==> src/rtl/debounce_multi_pkg.sv <==
// Shared state encoding and counter-width helper for the multi-channel debouncer.
package debounce_multi_pkg;

  typedef enum logic [1:0] {
    ST_DBM_LOW,
    ST_DBM_RISE_WAIT,
    ST_DBM_HIGH,
    ST_DBM_FALL_WAIT
  } st_dbm_t;

  function automatic int cnt_width(input int delay);
    return $clog2(delay + 1);
  endfunction

endpackage

==> src/rtl/debounce_channel.sv <==
// One debounce FSM: level changes after DELAY_CYCLES+1 consecutive differing samples.
// Registered one-cycle rise/fall pulses; no backpressure.
module debounce_channel
  import debounce_multi_pkg::*;
#(
  parameter int DELAY_CYCLES = 50000,
  parameter int CNT_W        = cnt_width(DELAY_CYCLES)
) (
  input  logic clk_i,
  input  logic rst_i,
  input  logic sample_i,
  output logic level_o,
  output logic rise_o,
  output logic fall_o
);

  localparam logic [CNT_W-1:0] LP_LAST = CNT_W'(DELAY_CYCLES - 1);

  st_dbm_t          r_state;
  logic [CNT_W-1:0] r_cnt;
  logic             r_rise;
  logic             r_fall;

  always_ff @(posedge clk_i or posedge rst_i) begin
    if (rst_i) begin
      r_state <= ST_DBM_LOW;
      r_cnt   <= '0;
      r_rise  <= 1'b0;
      r_fall  <= 1'b0;
    end else begin
      r_rise <= 1'b0;
      r_fall <= 1'b0;
      case (r_state)
        ST_DBM_LOW: begin
          if (sample_i) begin
            r_state <= ST_DBM_RISE_WAIT;
            r_cnt   <= '0;
          end
        end
        ST_DBM_RISE_WAIT: begin
          if (!sample_i) begin
            r_state <= ST_DBM_LOW;
            r_cnt   <= '0;
          end else if (r_cnt == LP_LAST) begin
            r_state <= ST_DBM_HIGH;
            r_cnt   <= '0;
            r_rise  <= 1'b1;
          end else begin
            r_cnt <= r_cnt + 1'b1;
          end
        end
        ST_DBM_HIGH: begin
          if (!sample_i) begin
            r_state <= ST_DBM_FALL_WAIT;
            r_cnt   <= '0;
          end
        end
        ST_DBM_FALL_WAIT: begin
          if (sample_i) begin
            r_state <= ST_DBM_HIGH;
            r_cnt   <= '0;
          end else if (r_cnt == LP_LAST) begin
            r_state <= ST_DBM_LOW;
            r_cnt   <= '0;
            r_fall  <= 1'b1;
          end else begin
            r_cnt <= r_cnt + 1'b1;
          end
        end
        default: begin
          r_state <= ST_DBM_LOW;
          r_cnt   <= '0;
        end
      endcase
    end
  end

  // Decoded from the state register alone so the level never glitches.
  assign level_o = (r_state == ST_DBM_HIGH) || (r_state == ST_DBM_FALL_WAIT);
  assign rise_o  = r_rise;
  assign fall_o  = r_fall;

endmodule

==> src/rtl/debounce_multi.sv <==
// N_CH independent debouncers; DEBOUNCE_MULTI_SYNC_EN adds a 2-flop input synchronizer (+2 cycles).
// Latency DELAY_CYCLES+1 samples per transition; no backpressure.
module debounce_multi
  import debounce_multi_pkg::*;
#(
  parameter int N_CH         = 4,
  parameter int DELAY_CYCLES = 50000,
  parameter int CNT_W        = cnt_width(DELAY_CYCLES)
) (
  input  logic            clk_i,
  input  logic            rst_i,
  input  logic [N_CH-1:0] signal_i,
  output logic [N_CH-1:0] level_o,
  output logic [N_CH-1:0] rise_o,
  output logic [N_CH-1:0] fall_o
);

  logic [N_CH-1:0] w_sample;

`ifdef DEBOUNCE_MULTI_SYNC_EN
  logic [N_CH-1:0] r_sync1;
  logic [N_CH-1:0] r_sync2;

  always_ff @(posedge clk_i or posedge rst_i) begin
    if (rst_i) begin
      r_sync1 <= '0;
      r_sync2 <= '0;
    end else begin
      r_sync1 <= signal_i;
      r_sync2 <= r_sync1;
    end
  end

  assign w_sample = r_sync2;
`else
  assign w_sample = signal_i;
`endif

  for (genvar g = 0; g < N_CH; g++) begin : g_ch
    debounce_channel #(
      .DELAY_CYCLES(DELAY_CYCLES),
      .CNT_W       (CNT_W)
    ) u_ch (
      .clk_i   (clk_i),
      .rst_i   (rst_i),
      .sample_i(w_sample[g]),
      .level_o (level_o[g]),
      .rise_o  (rise_o[g]),
      .fall_o  (fall_o[g])
    );
  end

endmodule
==> config.mk <==
export PLATFORM = sky130hd
export DESIGN_NAME = debounce_multi
export DESIGN_NICKNAME = d
export VERILOG_FILES = /design/src/rtl/debounce_multi_pkg.sv /design/src/rtl/debounce_channel.sv /design/src/rtl/debounce_multi.sv
export SDC_FILE = /design/constraint.sdc
export NUM_CORES = 1
export LEC_CHECK = 0
export ABC_AREA = 1
export CAP_MARGIN = 5
export CORE_MARGIN = 4
export CORE_UTILIZATION = 25
export CTS_CLUSTER_DIAMETER = 120
export DETAILED_ROUTE_END_ITERATION = 6
export PLACE_DENSITY = 0.41
export SYNTH_ARGS = -nofsm -noshare
export SYNTH_HDL_FRONTEND = slang
export SYNTH_SLANG_ARGS = --single-unit
==> constraint.sdc <==
create_clock -name clk_i -period 3.65 [get_ports clk_i]
set_input_delay 0.73 -clock clk_i [delete_from_list [all_inputs] [get_ports clk_i]]
set_output_delay 0.73 -clock clk_i [all_outputs]
set_load 0.05 [all_outputs]
* Word-level counts from Yosys, hierarchy flattened
Cells that the tools add are included.
** Storage, ports and cells
- Bits in registers :: 80
- Latch bits :: 0
- RAM bits :: 0
- Memory bits (read-only) :: 0
- Memories :: 0
** Operators by class
- Add/subtract/negate cells :: 4
- $mul :: 0
- Divide/modulo/power cells :: 0
- $lt $le $gt $ge :: 0
- Equality and inequality tests :: 32
- Shift operators :: 0
- Muxes and demuxes :: 72
- Bitwise logic cells :: 0
- Reduce and logical (&&, ||, !) cells :: 16
** Operators with widths (number)
- two-way mux 16 bit :: 20
- one-hot mux 16 bit (4 select lines) :: 4
- adder 16 x 1 -> 16 bit, second input constant :: 4
- == test 16 bit, second input constant :: 4
- two-way mux 2 bit :: 24
- one-hot mux 2 bit (4 select lines) :: 4
- != test 3 x 2 -> 1 bit, second input constant :: 8
- two-way mux 1 bit :: 20
- == test 2 bit, second input constant :: 8
- != test 2 bit, second input constant :: 8
- AND reduction 4 bit :: 4
- == test 2 x 1 -> 1 bit, second input constant :: 4
- logical NOT 2 bit :: 4
- AND reduction 2 bit :: 4
- logical OR 1 bit :: 4

* Logic depth before layout (Yosys ltp)
- Depth after elaboration :: 4
- Gate-level depth with buffers :: 10
- Depth with buffers taken out :: 9

* Cells and area by module
From an unflattened synthesis, not the netlist that was laid out.
** Unflattened totals
- Cells, all modules :: 627
- Area, all modules :: 4698.3 µm²
** By module, submodules not included
- debounce_channel (g_ch[1].u_ch ...) :: instances 2, cells an instance 156, area an instance 1159.9 µm², seq. area each 500.5 µm²
- debounce_channel (g_ch[0].u_ch) :: instances 1, cells an instance 156, area an instance 1196.1 µm², seq. area each 500.5 µm²
- debounce_channel (g_ch[3].u_ch) :: instances 1, cells an instance 159, area an instance 1182.4 µm², seq. area each 500.5 µm²

* Worst setup path before layout
OpenSTA, ideal clock, no wires.
- Path type :: input-to-reg
- Start :: input signal_i[2]
- End :: register g_ch[2].u_ch.r_cnt[14]
- Library setup time :: 0.117 ns
- Arrival :: 1.406 ns
- Data required time :: 3.533 ns
- Setup slack :: 2.127 ns
- Stages on the path :: 8
- Path through :: inv_1 nand2_1 nand3_2 nand2_1 nor2_2 nand2_1 nor2_1 nor2_1
** Between the ends
- Cells in the longest elaborated chain, start to end :: 2
- Elaborated cells between the ends (all ways) :: 6
- Those cells by class :: eq/ne (2); mux (3); reduce/logical (1)
** RTL lines
- start, declared :: RTL line debounce_multi.sv:12 : input logic [N_CH-1:0] signal_i,
- two-way mux 16 bit (tied with other cells) :: RTL line debounce_channel.sv:59 : if (sample_i) begin
- one-hot mux 16 bit (4 select lines) / AND reduction 2 bit (equally long branches)
- end signal, assigned :: RTL line debounce_channel.sv:49 : r_cnt <= r_cnt + 1'b1;
- end signal, assigned :: RTL line debounce_channel.sv:67 : r_cnt <= r_cnt + 1'b1;
- end, declared :: RTL line debounce_channel.sv:20 : logic [CNT_W-1:0] r_cnt;
Parallel ways exist; a longest one is shown, timed or not.
A chain may end at the register's enable or synchronous reset.

==> out/summary.txt <==
status - completed
register area share after synthesis - 0.435
vias after detailed routing - 3814
Rel. slew slack - 0.594
Placer Congestion - 0.818
crit-path max cell delay - 870 ps
CP required - 2920 ps
via density per instance - 4.45
Largest delay share family, worst path - buffers and inverters
CTS max path bufs - 2
Pleak - 2.35 nW
f_max - 427 MHz
synthesized flop and latch total - 80
DRC viols - 0
post-synthesis async set-or-reset flop share - 1.00
final hold vios - 0
layout cells sized above 1 - 0.0779
floorplan row count - 49
Total GRT Usage - 0.107
vias in the first global route - 3603
Initial DRC Count - 193
critical path cell sequence - clkdlybuf4s50_1
Cells after Synth - 617
setup TNS - 0 ps
Worst-path clk slew - 60 ps
Least-Margin Pin Slew - 608 ps
Tcrit/Tclk final - 0.641
Critical Path Fanout Max - 3
Initial Utilization - 0.256
average wire per standard cell - 12.0 um
max-slew violation count - 0
synthesized area per cell - 7.47 um^2
Setup CP Type - flip-flop to output port
clock buffer count from CTS - 9
commonest cells in the netlist - nand2_1, dfrtp_1, nor2_1, inv_1, nand3_1
Die X - 144 um
Post-Route WL - 10300 um
placed instance area - 4940 um^2
endpoint class of the critical path - output port
Synth top area share - 0.435
placed cell count - 843
CP bufs+invs - 1
power per cell area - 484 nW/um^2
top cell type by total area after synthesis - dfrtp_1
Die ar. - 20700 um^2
postcts setup bufs - 0
largest net degree at the start of global routing - 41
root buf cell - clkbuf_16
top cells by area, synth - dfrtp_1, nand2_1, nor2_1
I/O Pins - 18
post-route cell area - 5210 um^2
Synth Net Count - 627
H-tree level count - 3
HP Class - flip-flop to flip-flop
CTS sink cnt - 80
Port-buffer cells - 17
ant diodes - 0
post-detail-place hpwl - 7410 um
Slowest cell on crit path - clkdlybuf4s50_1
library cells used by synthesis - 33
Worst-Skew Late Latency - 340 ps
crit path time final - 2340 ps
chip height - 144 um
CORE AREA - 18000 um^2
DR pass1 iterations - 5
Synth Flop Type - dfrtp_1
Critical Path AT - 1610 ps
final setup fails - 0
MaxCap Viol Count - 0
Finished Layout Cells - 858
RSZ-0062 raised after global routing - no
Antenna Violating Nets Remaining - 0
hold buffers post-CTS - 0
global-route wire length before repair - 17700 um
EDFF count, synth - 0
fin nets - 635
Area Growth Syn to Fin - 13.1%
post-CTS sizing - 0
VDD IR max - 0.260 mV
TritonCTS clock tree - yes
Synth Cell Area - 4610 um^2
count leader, synth - nand2_1
initial antenna violation count - 0
Synth Warn # - 0
GR Overflow Total - 0
worst clock skew - 8.90 ps
CP Launch Type - flip-flop
[placed cells by master (no fill, tap or decap), types with 2 or more instances in the layout]
master           synthesis  routed
clkinv_2                 0       5
clkbuf_16                0       9
nand3_1                 40      40
o21ai_1                 12      12
inv_2                    2       2
o21bai_1                 3       3
clkdlybuf4s50_1          0      17
or2_1                    2       2
dfrtp_1                 80      80
nand3_2                  7       7
nor2_1                  73      73
nor3_1                   6       6
a21oi_1                 19      19
a21oi_2                  2       2
nand2_2                  7       7
o22ai_1                 10      10
clkbuf_8                 0       2
ha_1                     4       4
xor2_1                  19      19
nor2_4                   3       3
nand2_1                178     178
xnor2_1                  8       8
nand4_1                 16      16
a31oi_1                  2       2
clkinv_1                 2       2
nor2_2                   7       7
o21ai_0                 17      17
inv_1                   71      70
[layout make-up]
type	instances	area (um^2)
multi-input combinational	440	2170
inverter	75	283
tap	229	287
timing repair buffer	19	198
fill	1969	12800
clock buffer	11	253
sequential	80	2000
clock inverter	4	20.0
[kinds of logic after synthesis]
logic type | share of synthesized area
xor gates and xnor gates | 0.0513
adders and majority gates | 0.0109
DFF | 0.435
and+or+nand+nor | 0.330
AOI/OAI and AO/OA | 0.0790
buffers and inverters | 0.0945
[power by group]
part | total [W] | internal (W) | switching, W
clock network | 0.000855 | 0.000489 | 0.000366
registers | 0.00105 | 0.000963 | 0.0000880
logic | 0.000615 | 0.000168 | 0.000447
total | 0.00252 | 0.00162 | 0.000901
[stage by stage]
step           hold WS, ps  utilization  setup slack [ps]  power, W
2_1_floorplan          471            -               868   0.00157
3_3_place_gp           499        0.274              1310   0.00168
3_5_place_dp           504        0.274              1230   0.00170
4_1_cts                520        0.289              1260   0.00257
5_1_grt                557        0.289              1240   0.00269
6_report               516        0.289              1310   0.00252
[state kept, by name (all words and copies together) (netlist names), named ones only]
name / cells
g_ch.u_ch.fall_o: 4
g_ch.u_ch.r_cnt: 64
g_ch.u_ch.rise_o: 4
g_ch.u_ch.r_state: 4
[per-layer routing]
layer  global-route usage  vias up  routed length (um)
met3               0.0203       15                 293
met2                0.168       57                4620
met4               0.0446        0                 210
met5                    0        -                   0
li1                     -     1970                   -
met1                0.146     1772                5220
[final timing paths]
path	startpoint	to	slack [ps]	cells after the start
worst max-delay path	flip-flop	level_o[3]	1310	1
worst min-delay path	g_ch[1].u_ch.r_cnt[15]	g_ch[1].u_ch.r_cnt[15]	520	2
worst max register to register	g_ch[1].u_ch.r_cnt[0]	g_ch[1].u_ch.r_cnt[11]	1900	8
worst min register to register	g_ch[1].u_ch.r_cnt[15]	g_ch[1].u_ch.r_cnt[15]	520	2
max in group asynchronous	rst_i	g_ch[1].u_ch.r_cnt[14]	2360	3
min in group asynchronous	rst_i	g_ch[2].u_ch.r_cnt[5]	650	2
Power figures use the tool's default switching activity.
